==> src/rtl/stream_width_upsizer_pkg.sv <==
// Shared stream helpers: lane-index sizing and the legal range for upsizer ratios.
package stream_width_upsizer_pkg;

    localparam int unsigned RATIO_MIN = 2;
    localparam int unsigned RATIO_MAX = 16;

    function automatic bit ratio_legal(int unsigned ratio);
        return (ratio >= RATIO_MIN) && (ratio <= RATIO_MAX);
    endfunction

    // A lane index needs at least one bit even for a degenerate ratio.
    function automatic int unsigned lane_width(int unsigned ratio);
        return (ratio < 2) ? 1 : $clog2(ratio);
    endfunction

endpackage

==> src/rtl/stream_width_upsizer.sv <==
// Packs narrow valid/ready beats little-endian into RATIO-lane words with per-lane keep;
// a partial word is flushed when in_last is seen.
module stream_width_upsizer
    import stream_width_upsizer_pkg::*;
#(
    parameter int IN_WIDTH  = 8,
    parameter int RATIO     = 4,
    parameter int OUT_WIDTH = IN_WIDTH * RATIO
) (
    input  logic                 clk,
    input  logic                 resetn,
    input  logic [IN_WIDTH-1:0]  in_data,
    input  logic                 in_last,
    input  logic                 in_valid,
    output logic                 in_ready,
    output logic [OUT_WIDTH-1:0] out_data,
    output logic [RATIO-1:0]     out_keep,
    output logic                 out_last,
    output logic                 out_valid,
    input  logic                 out_ready
);

    localparam int LW = lane_width(RATIO);
    localparam logic [LW-1:0] LAST_LANE = LW'(RATIO - 1);

    if (!ratio_legal(RATIO)) begin : g_bad_ratio
        $error("stream_width_upsizer: RATIO must lie in 2..16");
    end
    if (OUT_WIDTH != IN_WIDTH * RATIO) begin : g_bad_out_width
        $error("stream_width_upsizer: OUT_WIDTH must equal IN_WIDTH*RATIO");
    end

    logic [OUT_WIDTH-1:0] acc_data_q, acc_data_d;
    logic [RATIO-1:0]     acc_keep_q, acc_keep_d;
    logic                 acc_last_q, acc_last_d;
    logic [LW-1:0]        lane_q, lane_d;
    logic                 pending_q, pending_d;
    logic [OUT_WIDTH-1:0] out_data_q, out_data_d;
    logic [RATIO-1:0]     out_keep_q, out_keep_d;
    logic                 out_last_q, out_last_d;
    logic                 out_valid_q, out_valid_d;

    logic                 accept;
    logic                 complete;
    logic                 out_free;
    logic [OUT_WIDTH-1:0] packed_data;
    logic [RATIO-1:0]     packed_keep;

    // Ready comes only from registered state, so no out_ready -> in_ready path exists.
    assign in_ready = resetn && !pending_q;
    assign accept   = in_valid && in_ready;
    assign complete = accept && ((lane_q == LAST_LANE) || in_last);
    assign out_free = !out_valid_q || out_ready;

    always_comb begin
        // NOTE: every always_comb output gets a default first so no path leaves it unassigned,
        // which is what would otherwise infer a latch; blocking '=' is correct in here.
        acc_data_d  = acc_data_q;
        acc_keep_d  = acc_keep_q;
        acc_last_d  = acc_last_q;
        lane_d      = lane_q;
        pending_d   = pending_q;
        out_data_d  = out_data_q;
        out_keep_d  = out_keep_q;
        out_last_d  = out_last_q;
        out_valid_d = out_valid_q;

        packed_data = acc_data_q;
        packed_data[lane_q*IN_WIDTH +: IN_WIDTH] = in_data;
        packed_keep = acc_keep_q;
        packed_keep[lane_q] = 1'b1;

        if (out_valid_q && out_ready) begin
            out_valid_d = 1'b0;
        end

        // A held word drains on handshake; in_ready is low then, so no beat competes.
        if (pending_q && out_ready) begin
            out_data_d  = acc_data_q;
            out_keep_d  = acc_keep_q;
            out_last_d  = acc_last_q;
            out_valid_d = 1'b1;
            pending_d   = 1'b0;
            acc_data_d  = '0;
            acc_keep_d  = '0;
            acc_last_d  = 1'b0;
        end

        if (accept) begin
            if (complete) begin
                lane_d = '0;
                if (out_free) begin
                    out_data_d  = packed_data;
                    out_keep_d  = packed_keep;
                    out_last_d  = in_last;
                    out_valid_d = 1'b1;
                    acc_data_d  = '0;
                    acc_keep_d  = '0;
                    acc_last_d  = 1'b0;
                end else begin
                    acc_data_d = packed_data;
                    acc_keep_d = packed_keep;
                    acc_last_d = in_last;
                    pending_d  = 1'b1;
                end
            end else begin
                acc_data_d = packed_data;
                acc_keep_d = packed_keep;
                lane_d     = lane_q + LW'(1);
            end
        end
    end

    always_ff @(posedge clk) begin
        if (!resetn) begin
            // NOTE: the accumulator is cleared on reset because unwritten lanes must read
            // back as zero; a partial word from before reset must never leak out.
            acc_data_q  <= '0;
            acc_keep_q  <= '0;
            acc_last_q  <= 1'b0;
            lane_q      <= '0;
            pending_q   <= 1'b0;
            out_data_q  <= '0;
            out_keep_q  <= '0;
            out_last_q  <= 1'b0;
            out_valid_q <= 1'b0;
        end else begin
            acc_data_q  <= acc_data_d;
            acc_keep_q  <= acc_keep_d;
            acc_last_q  <= acc_last_d;
            lane_q      <= lane_d;
            pending_q   <= pending_d;
            out_data_q  <= out_data_d;
            out_keep_q  <= out_keep_d;
            out_last_q  <= out_last_d;
            out_valid_q <= out_valid_d;
        end
    end

    assign out_data  = out_data_q;
    assign out_keep  = out_keep_q;
    assign out_last  = out_last_q;
    assign out_valid = out_valid_q;

endmodule

==> config.mk <==
export PLATFORM = sky130hd
export DESIGN_NAME = stream_width_upsizer
export DESIGN_NICKNAME = d
export VERILOG_FILES = /design/src/rtl/stream_width_upsizer_pkg.sv /design/src/rtl/stream_width_upsizer.sv
export SDC_FILE = /design/constraint.sdc
export NUM_CORES = 1
export LEC_CHECK = 0
export ABC_AREA = 1
export CAP_MARGIN = 20
export CELL_PAD_IN_SITES_DETAIL_PLACEMENT = 2
export CELL_PAD_IN_SITES_GLOBAL_PLACEMENT = 2
export CORE_ASPECT_RATIO = 1.2
export CORE_MARGIN = 10
export CORE_UTILIZATION = 27
export DETAILED_ROUTE_END_ITERATION = 6
export HOLD_SLACK_MARGIN = 0.02
export PLACE_DENSITY = 0.81
export SYNTH_ARGS = -nofsm -noshare
export SYNTH_HDL_FRONTEND = slang
export SYNTH_SLANG_ARGS = --single-unit
==> constraint.sdc <==
create_clock -name clk -period 1.9 [get_ports clk]
set_input_delay 0.285 -clock clk [delete_from_list [all_inputs] [get_ports clk]]
set_output_delay 0.285 -clock clk [all_outputs]
set_load 0.005 [all_outputs]
==> impl_metrics.json <==
{
  "min_path_type": "reg -> reg",
  "max_freq_mhz": 548,
  "hold_end": "acc_keep_q[3]$_SDFFE_PN0P_",
  "num_io_pins": 52,
  "setup.worst_path.class": "in -> out",
  "ys_ff_latch": 78,
  "arrival_ns": 1.54,
  "post-route-drc-count": 0,
  "post-route-min-period_ns": 1.82,
  "grt_overflow": 0,
  "endpoint_kind": "output port",
  "gp_congestion": 0.795,
  "path_clk_slew_ns": 0.06,
  "first_iter_violations": 290,
  "switchingPower_uw": 1160,
  "cts_tree": "built",
  "min_period_over_period_pct": 96.0,
  "die_w_microns": 136,
  "hold_depth": 2,
  "cp_max_fo": 4,
  "slowest_stage": "clkdlybuf4s50_1",
  "gr-usage-all-layers_pct": 16.2,
  "setup_viol": 0,
  "rr_worst_depth": 9,
  "crit_chain": "clkdlybuf4s50_1 > inv_1 > nor2_1 > clkdlybuf4s50_1",
  "p_int_uw": 3110,
  "io_buffers": 51,
  "leakagePower_uw": 0.00244,
  "drive_above_1_share_pct": 7.95,
  "detailroute.via_count": 4712,
  "slew_headroom_pct": 69.0,
  "dr.pass1.iters": 4,
  "wire_per_inst_microns": 17.4,
  "numCtsBuffers": 9,
  "num_antenna_cells": 0,
  "syn_nets": 732,
  "rrSetupSlack_ns": 0.15,
  "postSynthCellCount": 711,
  "yosysSeqAreaShare_pct": 35.6,
  "seqPwrFrac_pct": 40.2,
  "ys.warnings.count": 0,
  "hp-start": "acc_keep_q[3]$_SDFFE_PN0P_",
  "postCtsHoldBufs": 0,
  "synth_cell_types": 29,
  "grt_first_pass_wirelength_microns": 28300,
  "cellPowerDensity_mw_per_mm2": 764,
  "clk_latency_ns": 0.35,
  "fin_tns_setup_ns": 0,
  "fp-row-count": 51,
  "antenna_found_initial": 0,
  "power_frac_clock_pct": 43.8,
  "outcome": "completed",
  "root_buffer": "clkbuf_16",
  "regToRegEndpoint": "out_data[1]$_SDFF_PN0_",
  "hold_viol": 0,
  "worstPathRequired_ns": 1.62,
  "post-place-ws_ns": -0.116,
  "via_per_inst": 4.81,
  "tightestPinTransition_ns": 0.465,
  "start_util_pct": 27.3,
  "cts_buffer_depth": 2,
  "r2r_start": "lane_q[1]$_SDFFE_PN0N_",
  "drt-total-wl_microns": 17100,
  "postRouteAntennaNets": 0,
  "layout.nets": 783,
  "layout_setup_ws_ns": 0.0760,
  "die_area_sq_mm": 0.0218,
  "rsz0062_at_grt": "no",
  "slowest_delay_ns": 0.56,
  "crit_top_cell": "clkdlybuf4s50_1",
  "grt_pass1_vias": 5404,
  "maxCapViolations": 0,
  "swShare_pct": 27.2,
  "finClkSkew_ns": 0.00831,
  "synth_area_per_cell_sq_um": 6.17,
  "fp.dieH_microns": 160,
  "dp_hpwl_microns": 12800,
  "core-area_sq_mm": 0.0161,
  "slew_viol_final": 0,
  "fill_cells": 1975,
  "grt_max_degree": 39,
  "clkSinkCount": 78,
  "syn_to_final_growth_pct": 27.5,
  "ir_drop_uv": 289,
  "h-tree-depth": 3,
  "pwr-share-comb_pct": 16.0,
  "critPathLaunchType": "input pin",
  "syn_area_sq_mm": 0.00439
}
[cell type report]
cell class                      instances  area, sq um  share of cell area [%]
Tap cell                              212          265                    4.74
Timing Repair Buffer                   79          833                    14.9
Clock buffer                           13          240                    4.30
Inverter                               54          209                    3.74
Sequential cell                        78         1560                    27.9
Clock inverter                          3         68.8                    1.23
Multi-Input combinational cell        540         2410                    43.2
[cell families after synthesis]
| kind of cell | after synthesis | synth area share, % |
|---|---|---|
| buffers and inverters | 93 | 9.87 |
| AOI/OAI and AO/OA | 100 | 11.9 |
| DFF | 78 | 35.6 |
| adders and majority gates | 8 | 2.28 |
| and+or+nand+nor | 432 | 40.4 |
[cell usage after synthesis]
master | number | area (sq um)
nor2_2 | 1 | 6.26
o21ai_1 | 8 | 40.0
inv_2 | 3 | 11.3
a21oi_4 | 1 | 16.3
clkbuf_1 | 11 | 41.3
buf_6 | 5 | 56.3
nor2_1 | 87 | 327
nor3_4 | 1 | 16.3
nor3_1 | 10 | 50.1
buf_4 | 8 | 60.1
nand3_1 | 52 | 260
o21ai_0 | 47 | 235
buf_1 | 2 | 7.51
a211oi_1 | 2 | 15.0
inv_1 | 50 | 188
ha_1 | 8 | 100
or2_2 | 3 | 18.8
a21oi_1 | 40 | 200
nand2_2 | 2 | 12.5
buf_2 | 13 | 65.1
a31oi_1 | 1 | 6.26
clkinv_1 | 1 | 3.75
nor2_4 | 1 | 11.3
nor2_8 | 1 | 20.0
a22oi_1 | 1 | 7.51
nand2_4 | 1 | 11.3
nand2_1 | 272 | 1020
dfxtp_1 | 78 | 1560
nand3_4 | 1 | 17.5
[worst max-delay path: cells and delay by family]
family                 cells  cell delay (ns)
buffers and inverters      3             1.16
AND/OR/NAND/NOR            1             0.09
[flip-flops by register name, indices dropped and copies added (netlist names)]
register and count:
acc_last_q 1, lane_q 2, out_keep 4, acc_data_q 32
out_valid 1, out_last 1, out_data 32, acc_keep_q 4
pending_q 1
[worst max-delay path by stage]
stage | slack, ns | start | to
floorplan | 0.05 | lane_q[0]$_SDFFE_PN0N_ | acc_data_q[26]$_SDFFE_PN0P_
global placement | 0.06 | resetn | in_ready
detailed placement | -0.12 | lane_q[0]$_SDFFE_PN0N_ | acc_data_q[22]$_SDFFE_PN0P_
CTS | 0.01 | lane_q[0]$_SDFFE_PN0N_ | acc_data_q[22]$_SDFFE_PN0P_
global route | 0.005 | resetn | in_ready
finish | 0.08 | resetn | in_ready
[stage by stage]
stage                     hold WS [ns]  std cells  power [uW]  instance area [sq um]  util (%)
final                            0.484        979        4270                   5590      34.8
after global routing             0.502        979        4470                   5590      34.8
after CTS                        0.486        978        4300                   5560      34.6
after detailed placement         0.477        962        2420                   5250      32.6
after global placement           0.451        962        2390                   5250      32.6
after floorplan                  0.439        711        2110                   4390         -
[routing by layer]
| metal | part of all wire [%] | vias up | GRT usage [%] |
|---|---|---|---|
| li1 | - | 2332 | - |
| met1 | 42 | 2304 | 18.0 |
| met2 | 53 | 51 | 30.1 |
| met3 | 2.6 | 25 | 2.89 |
| met4 | 1.9 | 0 | 5.19 |
| met5 | 0 | - | 0 |
[timing repair]
action	4_1_cts	5_1_grt
setup buffers	0	1
pin swaps	0	1
gates cloned	0	0
setup endpoints to repair	11	57
resized for setup	2	9
[power groups by stage]
| stage | combinational [uW] | clock (uW) | sequential (uW) |
|---|---|---|---|
| 6_report | 685 | 1870 | 1720 |
| 4_1_cts | 678 | 1900 | 1720 |
| 5_1_grt | 764 | 1980 | 1720 |
| 3_5_place_dp | 667 | 0 | 1750 |
| 2_1_floorplan | 360 | 0 | 1750 |
| 3_3_place_gp | 634 | 0 | 1750 |
[placed cells by master, fill, tap and decap left out, types with 2 or more instances in the layout]
master           count
o21ai_1             11
clkbuf_1             4
or2_2                3
o21ai_0             44
dfxtp_1             78
buf_4               19
nand2_2              2
inv_1               47
a21oi_1             40
buf_12               9
nor3_1              10
a211oi_1             2
nor2_4               2
clkdlybuf4s50_1     51
clkbuf_16            9
nor2_1              87
bufinv_16            2
ha_1                 7
inv_2                5
nand3_1             51
nand2_1            272
No activity file was read; power rests on OpenSTA's default activity.
